## src/rtl/fib_mm2s_reader_if.sv

```systemverilog
// fib_mm2s_reader_if
//   Bundles the three AXI-Stream channels between the Fibonacci read-back
//   checker and the AXI DataMover MM2S side.
//   Channels:
//     s_axis_mm2s_cmd_*  104-bit command (checker -> DataMover)
//     m_axis_mm2s_*      256-bit read data with tkeep/tlast (DataMover -> checker)
//     m_axis_mm2s_sts_*  8-bit status word (DataMover -> checker)
//   Modports:
//     master  the checker (issues commands, consumes data and status)
//     slave   the DataMover side (or a bench model of it)
interface fib_mm2s_reader_if;
  logic         s_axis_mm2s_cmd_tvalid;
  logic         s_axis_mm2s_cmd_tready;
  logic [103:0] s_axis_mm2s_cmd_tdata;
  logic         m_axis_mm2s_tvalid;
  logic         m_axis_mm2s_tready;
  logic [255:0] m_axis_mm2s_tdata;
  logic [31:0]  m_axis_mm2s_tkeep;
  logic         m_axis_mm2s_tlast;
  logic         m_axis_mm2s_sts_tvalid;
  logic         m_axis_mm2s_sts_tready;
  logic [7:0]   m_axis_mm2s_sts_tdata;

  modport master (
    output s_axis_mm2s_cmd_tvalid, s_axis_mm2s_cmd_tdata,
    input  s_axis_mm2s_cmd_tready,
    input  m_axis_mm2s_tvalid, m_axis_mm2s_tdata, m_axis_mm2s_tkeep, m_axis_mm2s_tlast,
    output m_axis_mm2s_tready,
    input  m_axis_mm2s_sts_tvalid, m_axis_mm2s_sts_tdata,
    output m_axis_mm2s_sts_tready
  );

  modport slave (
    input  s_axis_mm2s_cmd_tvalid, s_axis_mm2s_cmd_tdata,
    output s_axis_mm2s_cmd_tready,
    output m_axis_mm2s_tvalid, m_axis_mm2s_tdata, m_axis_mm2s_tkeep, m_axis_mm2s_tlast,
    input  m_axis_mm2s_tready,
    output m_axis_mm2s_sts_tvalid, m_axis_mm2s_sts_tdata,
    input  m_axis_mm2s_sts_tready
  );
endinterface

```

## src/rtl/fib_mm2s_reader.sv

```systemverilog
// fib_mm2s_reader
//   Read-back checker for the Fibonacci DataMover test path. Issues two MM2S
//   commands, checks every returned 256-bit beat against a Fibonacci sequence
//   generated on the fly, then checks each MM2S status word. A watchdog aborts
//   any wait state that stalls for TIMEOUT cycles.
//   Ports:
//     clk       clock
//     rst_n     synchronous reset, active-low
//     ap_start  level start request
//     ap_done   run finished, held until ap_start drops
//     ap_pass   valid while ap_done; 1 = no errors this run
//     err_cnt   errors this run, saturating at 255
//     bus       MM2S command / data / status channels (master modport)
module fib_mm2s_reader #(
  parameter logic [63:0] ADDR1   = 64'h0A00_0000,
  parameter logic [63:0] ADDR2   = 64'h0010_0000,
  parameter int          BEATS1  = 8,
  parameter int          BEATS2  = 17,
  parameter int          TIMEOUT = 1024
) (
  input  logic              clk,
  input  logic              rst_n,
  input  logic              ap_start,
  output logic              ap_done,
  output logic              ap_pass,
  output logic [7:0]        err_cnt,
  fib_mm2s_reader_if.master bus
);

  typedef enum logic [2:0] {IDLE, CMD1, DATA1, STS1, CMD2, DATA2, STS2, DONE} state_t;

  localparam int           WD_W  = $clog2(TIMEOUT + 1);
  localparam logic [22:0]  BTT1  = 23'(BEATS1 * 32);
  localparam logic [22:0]  BTT2  = 23'(BEATS2 * 32);
  localparam logic [4:0]   LAST1 = 5'(BEATS1 - 1);
  localparam logic [4:0]   LAST2 = 5'(BEATS1 + BEATS2 - 1);
  // {reserved, address, EOF=1 (8'h40), INCR, bytes to transfer}
  localparam logic [103:0] CMD_W1 = {8'h00, ADDR1, 8'h40, 1'b1, BTT1};
  localparam logic [103:0] CMD_W2 = {8'h00, ADDR2, 8'h40, 1'b1, BTT2};

  function automatic logic [7:0] sat_inc(input logic [7:0] v);
    return (v == 8'hFF) ? v : v + 8'd1;
  endfunction

  state_t         state_q, state_d;
  logic           cmd_vld_q, cmd_vld_d;
  logic [103:0]   cmd_data_q, cmd_data_d;
  logic           dat_rdy_q, dat_rdy_d;
  logic           sts_rdy_q, sts_rdy_d;
  logic           done_q, done_d;
  logic           pass_q, pass_d;
  logic [7:0]     err_q, err_d;
  logic [4:0]     idx_q, idx_d;
  logic [255:0]   a_q, a_d;
  logic [255:0]   b_q, b_d;
  logic [WD_W-1:0] wd_q, wd_d;

  logic hs_cmd, hs_dat, hs_sts, hs_any, in_wait, is_last, beat_bad, sts_bad;
  logic unused_sts_tag;

  assign hs_cmd  = cmd_vld_q & bus.s_axis_mm2s_cmd_tready;
  assign hs_dat  = dat_rdy_q & bus.m_axis_mm2s_tvalid;
  assign hs_sts  = sts_rdy_q & bus.m_axis_mm2s_sts_tvalid;
  assign hs_any  = hs_cmd | hs_dat | hs_sts;
  assign in_wait = (state_q != IDLE) && (state_q != DONE);
  assign is_last = (state_q == DATA1) ? (idx_q == LAST1) : (idx_q == LAST2);
  // Several failing checks on one beat still count as a single error.
  assign beat_bad = (bus.m_axis_mm2s_tdata != a_q) ||
                    (bus.m_axis_mm2s_tkeep != '1) ||
                    (bus.m_axis_mm2s_tlast != is_last);
  assign sts_bad  = !bus.m_axis_mm2s_sts_tdata[7] || (|bus.m_axis_mm2s_sts_tdata[6:4]);
  assign unused_sts_tag = ^bus.m_axis_mm2s_sts_tdata[3:0];

  always_comb begin
    state_d    = state_q;
    cmd_vld_d  = cmd_vld_q;
    cmd_data_d = cmd_data_q;
    err_d      = err_q;
    idx_d      = idx_q;
    a_d        = a_q;
    b_d        = b_q;
    wd_d       = wd_q;

    case (state_q)
      IDLE: begin
        if (ap_start) begin
          state_d = CMD1;
          err_d   = 8'd0;
          idx_d   = 5'd0;
          a_d     = '0;
          b_d     = 256'd1;
        end
      end
      CMD1, CMD2: begin
        // tvalid rises the cycle after entry and holds with its word until taken.
        if (!cmd_vld_q) begin
          cmd_vld_d  = 1'b1;
          cmd_data_d = (state_q == CMD1) ? CMD_W1 : CMD_W2;
        end else if (hs_cmd) begin
          cmd_vld_d = 1'b0;
          state_d   = (state_q == CMD1) ? DATA1 : DATA2;
        end
      end
      DATA1, DATA2: begin
        if (hs_dat) begin
          if (beat_bad) err_d = sat_inc(err_q);
          a_d   = b_q;
          b_d   = a_q + b_q;
          idx_d = idx_q + 5'd1;
          // Leave on the beat count; tlast only feeds the error check.
          if (is_last) state_d = (state_q == DATA1) ? STS1 : STS2;
        end
      end
      STS1, STS2: begin
        if (hs_sts) begin
          if (sts_bad) err_d = sat_inc(err_q);
          state_d = (state_q == STS1) ? CMD2 : DONE;
        end
      end
      DONE: begin
        if (!ap_start) state_d = IDLE;
      end
      default: state_d = IDLE;
    endcase

    // Watchdog: restarts on any progress, aborts a stalled wait state.
    if (state_d != state_q || hs_any) begin
      wd_d = '0;
    end else if (in_wait) begin
      if (wd_q == WD_W'(TIMEOUT - 1)) begin
        err_d     = sat_inc(err_q);
        state_d   = DONE;
        cmd_vld_d = 1'b0;
        wd_d      = '0;
      end else begin
        wd_d = wd_q + WD_W'(1);
      end
    end

    // Outputs are registered from the next state so they change with it.
    dat_rdy_d = (state_d == DATA1) || (state_d == DATA2);
    sts_rdy_d = (state_d == STS1) || (state_d == STS2);
    done_d    = (state_d == DONE);
    pass_d    = (state_d == DONE) && (err_d == 8'd0);
  end

  always_ff @(posedge clk) begin
    if (!rst_n) begin
      state_q    <= IDLE;
      cmd_vld_q  <= 1'b0;
      cmd_data_q <= '0;
      dat_rdy_q  <= 1'b0;
      sts_rdy_q  <= 1'b0;
      done_q     <= 1'b0;
      pass_q     <= 1'b0;
      err_q      <= 8'd0;
      idx_q      <= 5'd0;
      a_q        <= '0;
      b_q        <= '0;
      wd_q       <= '0;
    end else begin
      state_q    <= state_d;
      cmd_vld_q  <= cmd_vld_d;
      cmd_data_q <= cmd_data_d;
      dat_rdy_q  <= dat_rdy_d;
      sts_rdy_q  <= sts_rdy_d;
      done_q     <= done_d;
      pass_q     <= pass_d;
      err_q      <= err_d;
      idx_q      <= idx_d;
      a_q        <= a_d;
      b_q        <= b_d;
      wd_q       <= wd_d;
    end
  end

  assign ap_done = done_q;
  assign ap_pass = pass_q;
  assign err_cnt = err_q;
  assign bus.s_axis_mm2s_cmd_tvalid = cmd_vld_q;
  assign bus.s_axis_mm2s_cmd_tdata  = cmd_data_q;
  assign bus.m_axis_mm2s_tready     = dat_rdy_q;
  assign bus.m_axis_mm2s_sts_tready = sts_rdy_q;

endmodule

```

## src/flat_wrapper.sv

```systemverilog
// flat-port wrapper written by rule: the top's interface ports become plain ports
module fib_mm2s_reader_flat 
#(
  parameter logic [63:0] ADDR1   = 64'h0A00_0000,
  parameter logic [63:0] ADDR2   = 64'h0010_0000,
  parameter int          BEATS1  = 8,
  parameter int          BEATS2  = 17,
  parameter int          TIMEOUT = 1024
)
  (clk, rst_n, ap_start, ap_done, ap_pass, err_cnt, bus_s_axis_mm2s_cmd_tvalid, bus_s_axis_mm2s_cmd_tdata, bus_s_axis_mm2s_cmd_tready, bus_m_axis_mm2s_tvalid, bus_m_axis_mm2s_tdata, bus_m_axis_mm2s_tkeep, bus_m_axis_mm2s_tlast, bus_m_axis_mm2s_tready, bus_m_axis_mm2s_sts_tvalid, bus_m_axis_mm2s_sts_tdata, bus_m_axis_mm2s_sts_tready);
  fib_mm2s_reader_if bus_i ();
  input  logic clk;
  input  logic rst_n;
  input  logic ap_start;
  output logic ap_done;
  output logic ap_pass;
  output logic [7:0] err_cnt;
  output wire logic [$bits(bus_i.s_axis_mm2s_cmd_tvalid)-1:0] bus_s_axis_mm2s_cmd_tvalid;
  output wire logic [$bits(bus_i.s_axis_mm2s_cmd_tdata)-1:0] bus_s_axis_mm2s_cmd_tdata;
  input wire logic [$bits(bus_i.s_axis_mm2s_cmd_tready)-1:0] bus_s_axis_mm2s_cmd_tready;
  input wire logic [$bits(bus_i.m_axis_mm2s_tvalid)-1:0] bus_m_axis_mm2s_tvalid;
  input wire logic [$bits(bus_i.m_axis_mm2s_tdata)-1:0] bus_m_axis_mm2s_tdata;
  input wire logic [$bits(bus_i.m_axis_mm2s_tkeep)-1:0] bus_m_axis_mm2s_tkeep;
  input wire logic [$bits(bus_i.m_axis_mm2s_tlast)-1:0] bus_m_axis_mm2s_tlast;
  output wire logic [$bits(bus_i.m_axis_mm2s_tready)-1:0] bus_m_axis_mm2s_tready;
  input wire logic [$bits(bus_i.m_axis_mm2s_sts_tvalid)-1:0] bus_m_axis_mm2s_sts_tvalid;
  input wire logic [$bits(bus_i.m_axis_mm2s_sts_tdata)-1:0] bus_m_axis_mm2s_sts_tdata;
  output wire logic [$bits(bus_i.m_axis_mm2s_sts_tready)-1:0] bus_m_axis_mm2s_sts_tready;
  assign bus_s_axis_mm2s_cmd_tvalid = bus_i.s_axis_mm2s_cmd_tvalid;
  assign bus_s_axis_mm2s_cmd_tdata = bus_i.s_axis_mm2s_cmd_tdata;
  assign bus_i.s_axis_mm2s_cmd_tready = bus_s_axis_mm2s_cmd_tready;
  assign bus_i.m_axis_mm2s_tvalid = bus_m_axis_mm2s_tvalid;
  assign bus_i.m_axis_mm2s_tdata = bus_m_axis_mm2s_tdata;
  assign bus_i.m_axis_mm2s_tkeep = bus_m_axis_mm2s_tkeep;
  assign bus_i.m_axis_mm2s_tlast = bus_m_axis_mm2s_tlast;
  assign bus_m_axis_mm2s_tready = bus_i.m_axis_mm2s_tready;
  assign bus_i.m_axis_mm2s_sts_tvalid = bus_m_axis_mm2s_sts_tvalid;
  assign bus_i.m_axis_mm2s_sts_tdata = bus_m_axis_mm2s_sts_tdata;
  assign bus_m_axis_mm2s_sts_tready = bus_i.m_axis_mm2s_sts_tready;
  fib_mm2s_reader #(.ADDR1(ADDR1), .ADDR2(ADDR2), .BEATS1(BEATS1), .BEATS2(BEATS2), .TIMEOUT(TIMEOUT)) u_core (.clk(clk), .rst_n(rst_n), .ap_start(ap_start), .ap_done(ap_done), .ap_pass(ap_pass), .err_cnt(err_cnt), .bus(bus_i));
endmodule
```

## config.mk

```make
export PLATFORM = sky130hd
export DESIGN_NAME = fib_mm2s_reader_flat
export DESIGN_NICKNAME = d
export VERILOG_FILES = /design/src/rtl/fib_mm2s_reader_if.sv /design/src/rtl/fib_mm2s_reader.sv /design/src/flat_wrapper.sv
export SDC_FILE = /design/constraint.sdc
export NUM_CORES = 2
export LEC_CHECK = 0
export ABC_AREA = 1
export CAP_MARGIN = 30
export CELL_PAD_IN_SITES_DETAIL_PLACEMENT = 0
export CELL_PAD_IN_SITES_GLOBAL_PLACEMENT = 1
export CORE_ASPECT_RATIO = 0.5
export CORE_MARGIN = 5
export CORE_UTILIZATION = 44
export CTS_CLUSTER_SIZE = 25
export DETAILED_ROUTE_END_ITERATION = 10
export HOLD_SLACK_MARGIN = 0.02
export PLACE_DENSITY_LB_ADDON = 0.1
export SLEW_MARGIN = 20
export SYNTH_ARGS = -nofsm -noshare
export SYNTH_HDL_FRONTEND = slang
export SYNTH_SLANG_ARGS = --single-unit
```

## constraint.sdc

```tcl
create_clock -name clk -period 5.25 [get_ports clk]
set_clock_uncertainty 0.1 [all_clocks]
set_input_delay 1.05 -clock clk [delete_from_list [all_inputs] [get_ports clk]]
set_output_delay 1.05 -clock clk [all_outputs]
set_load 0.02 [all_outputs]
```

==> results.md <==
- Maximum resistive drop on vdd: approximately 0.22 mV
- Starting DRT DRC Count: around 7,000
- Outcome: completed
- Commonest cells after routing, fill and taps aside: 2,047 x nand2_1, 1,361 x nor2_1, 1,152 x a21oi_1
- Sequential power share: 0.458
- Core area: ~110,000 um^2
- Layout net count: a little over 9,000
- Switching power summed over all nets: 2383 uW
- CP Capture Type: flop
- Hold Crit Class: reg -> reg
- Area contributors post-synth: dfxtp_1 22%, nand2_1 16%, a21oi_1 12%
- Placement Cell Area: 53,440 um^2
- Logic gate share of total power: 0.095
- Net switching fraction of the power: 0.2625
- Register area share after synthesis: 0.2246
- Die Footprint: 118,000 um^2
- Clock tree from TritonCTS: done
- Kind of start point of the critical path: flop
- Transition time at the pin with the least slew margin: 1.156 ns
- H-tree Lvls: 2
- Fraction of final layout cells with drive strength greater than 1: 0.02448
- Buf/Inv on CP: 1
- Most prevalent standard cell on the critical path: nand2_1
- Synthesized area: between 40,000 and 50,000 um^2
- Yosys top cell area share: 0.2246
- Fill cell instance count of the final layout: roughly 12,000
- Overflow after GRT: 0
- Worst slack after detailed placement: ~0.88 ns
- Predominant post-synthesis flop cell: dfxtp_1
- Number of max-slew violations in the final report: 0
- Total CTS buffers: 50
- Starting Density: 0.4429
- Routed wire length: 248.4 mm
- Clock tree root driver cell: clkbuf_16
- Avg Vias per Cell: 5.635
- Data required time of the critical path: 5.73 ns
- Critical path class: reg -> reg
- Drt wl/cell: 24.25 um
- DRC errors left: 0
- Minimum clock period after layout: 4.658 ns
- Unrepaired setup endpoints after global routing: false
- Number of placed I/O pins: 420
- DIE HEIGHT: around 250 um
- Highest cell delay on the worst timing path: 0.59 ns
- Via count of the first global-routing pass: slightly above 50,000
- EDFF count, synth: 0
- Clock transition at path regs: 0.07 ns
- Worst EP arrival: roughly 5.1 ns
- Final HPWL DP: ~210 mm
- Post-synth ARST share: 0
- Highest achievable clock rate: between 200 and 250 MHz
- Global-route total usage across every layer: 0.3987
- Post-cts sizing count: 0
- Total Neg Setup Slack: 0 ns
- Final hold vios: 0
- Post-Layout Inst Area: 55,170 um^2
- Antenna violations before repair: 14
- Source-to-sink clock delay at the later pin of the worst-skew pair: 0.70 ns
- Wire length of the first global-routing pass: approximately 340 mm
- Layout-stage area growth over the synthesis result: 13.17%
- Setup Viol. Count Final: 0
- LEAKAGE: 0.02119 uW
- Cts hold-fix bufs: 0
- Row Count: 86
- Clock tree sinks: 547
- Die X: a little under 500 um
- Power per standard cell area: 164.6 nW/um^2
- Crit share post-route: 0.8873
- Router iterations before antenna repair: 7
- CP cell instances: ha_1 -> inv_1 -> fa_1 -> o21ai_2 -> a21oi_2 -> o21ai_2 -> a21oi_1 -> o21ai_1 -> nand2_1 -> nand2_1 -> nand2_1 -> nand4_1 -> nand3_1 -> a21oi_1
- Number of max-cap violations: 0
- Critical path fanouts, max: 5
- Pin count of the biggest net entering global routing: around 160
- Longest Clk Path Bufs: 3
- Final GP Congestion: around 1.1
- Kind of cell adding the most delay to the critical path: compound AO/OA/AOI/OAI gates
- Cell type of the slowest stage on the worst timing path: o21ai_1
- Unique masters post-synth: 50
- Number of buffers inserted to repair setup after CTS: 0
- Internal Dissipation: 6696 uW
- Max_slew headroom: 0.2222
- Yosys Warn Count: 0
- Clock network power share: 0.447
- Synth Register Bits: 547
- Post-route ant nets: 0
- Post-synthesis instance total: roughly 8,400
- Number of I/O port buffers: 319
- Minimum setup slack in the final design: between 0.5 and 0.6 ns
- Most common cell after layout, fill and taps aside: nand2_1
- Cell type with the largest total area after synthesis: dfxtp_1
- Vias after detailed routing: around 58,000
- Average cell area after synthesis: between 5 and 6 um^2
-- metrics by stage --
stage | instances | hold slack [ns] | power, uW | utilization
after global placement | 10150 | 0.3668 | 5103 | 0.4854
after detailed placement | 10150 | 0.3734 | 5107 | 0.4854
final | 10240 | 0.3616 | 9080 | 0.5012
after CTS | 10240 | 0.3659 | 9111 | 0.5011
after floorplan | 8534 | 0.3568 | 4768 | -
after global routing | 10240 | 0.3822 | 9356 | 0.5011
-- metal layers --
metal | GRT usage | wire length [um]
met4 | 0.1152 | 8904
met1 | 0.5649 | 110400
met5 | 0 | 104
met2 | 0.5252 | 90900
met3 | 0.1919 | 38100
-- logic make-up (layout without fill, tap and decap cells) --
family                     count (synthesis)  count (layout)  share of synthesized area
DFF                                      547             547                     0.2246
xor gates and xnor gates                 149             149                    0.02677
other                                      1             103                 0.00007692
AOI/OAI and AO/OA                       2120            2120                     0.2378
buffers and inverters                   1409            1616                     0.1178
adders and majority gates                259             259                    0.06662
and+or+nand+nor                         3954            3954                     0.3263
-- power by group through the flow --
stage / sequential [uW] / clock [uW] / combinational, uW
finish: 4160 / 4060 / 860
global route: 4160 / 4270 / 927
CTS: 4160 / 4100 / 855
detailed placement: 4260 / 0 / 852
global placement: 4250 / 0 / 848
floorplan: 4260 / 0 / 510
-- worst paths after layout --
| kind | start | end | slack (ns) | depth (start not counted) |
|---|---|---|---|---|
| max | u_core.a_q[0] | u_core.b_q[214] | 0.59 | 14 |
| min | u_core.b_q[146] | u_core.a_q[146] | 0.36 | 2 |
| max reg2reg | u_core.a_q[0] | u_core.b_q[214] | 0.59 | 14 |
| min reg2reg | u_core.b_q[146] | u_core.a_q[146] | 0.36 | 2 |
-- cell usage after synthesis (all sizes together), types with 77 or more instances --
master and n:
nand2 2052, nor2 1370, a21oi 1156, inv 1131, o21ai 592, dfxtp 547, nand3 301, ha 258
buf 160, a21boi 155, a21o 117, clkbuf 117, xor2 85, nor3 77
-- state kept, by name, indices dropped and copies added (netlist names), 3 cells and up --
name                              cells
u_core.bus.s_axis_mm2s_cmd_tdata      3
u_core.a_q                          256
u_core.b_q                          256
u_core.err_cnt                        8
u_core.wd_q                          11
u_core.state_q                        3
u_core.idx_q                          5
-- worst min-delay path: cells and delay by family, from the launching register on --
family,cells,cell delay (ns)
AOI/OAI and AO/OA,1,0.06
DFF,1,0.32
and+or+nand+nor,1,0.06
-- cell type report --
type / count / area (um^2) / share of cell area
flip-flops and latches: 547 / 10950 / 0.1985
diodes: 7 / 17.52 / 0.0003175
multi-input cells: 6578 / 32430 / 0.5879
well taps: 1496 / 1872 / 0.03393
repair buffers: 395 / 3924 / 0.07112
clock buffers: 61 / 1303 / 0.02361
clock inverters: 28 / 416.7 / 0.007552
inverters: 1132 / 4257 / 0.07715
(Power assumes the default switching activity.)
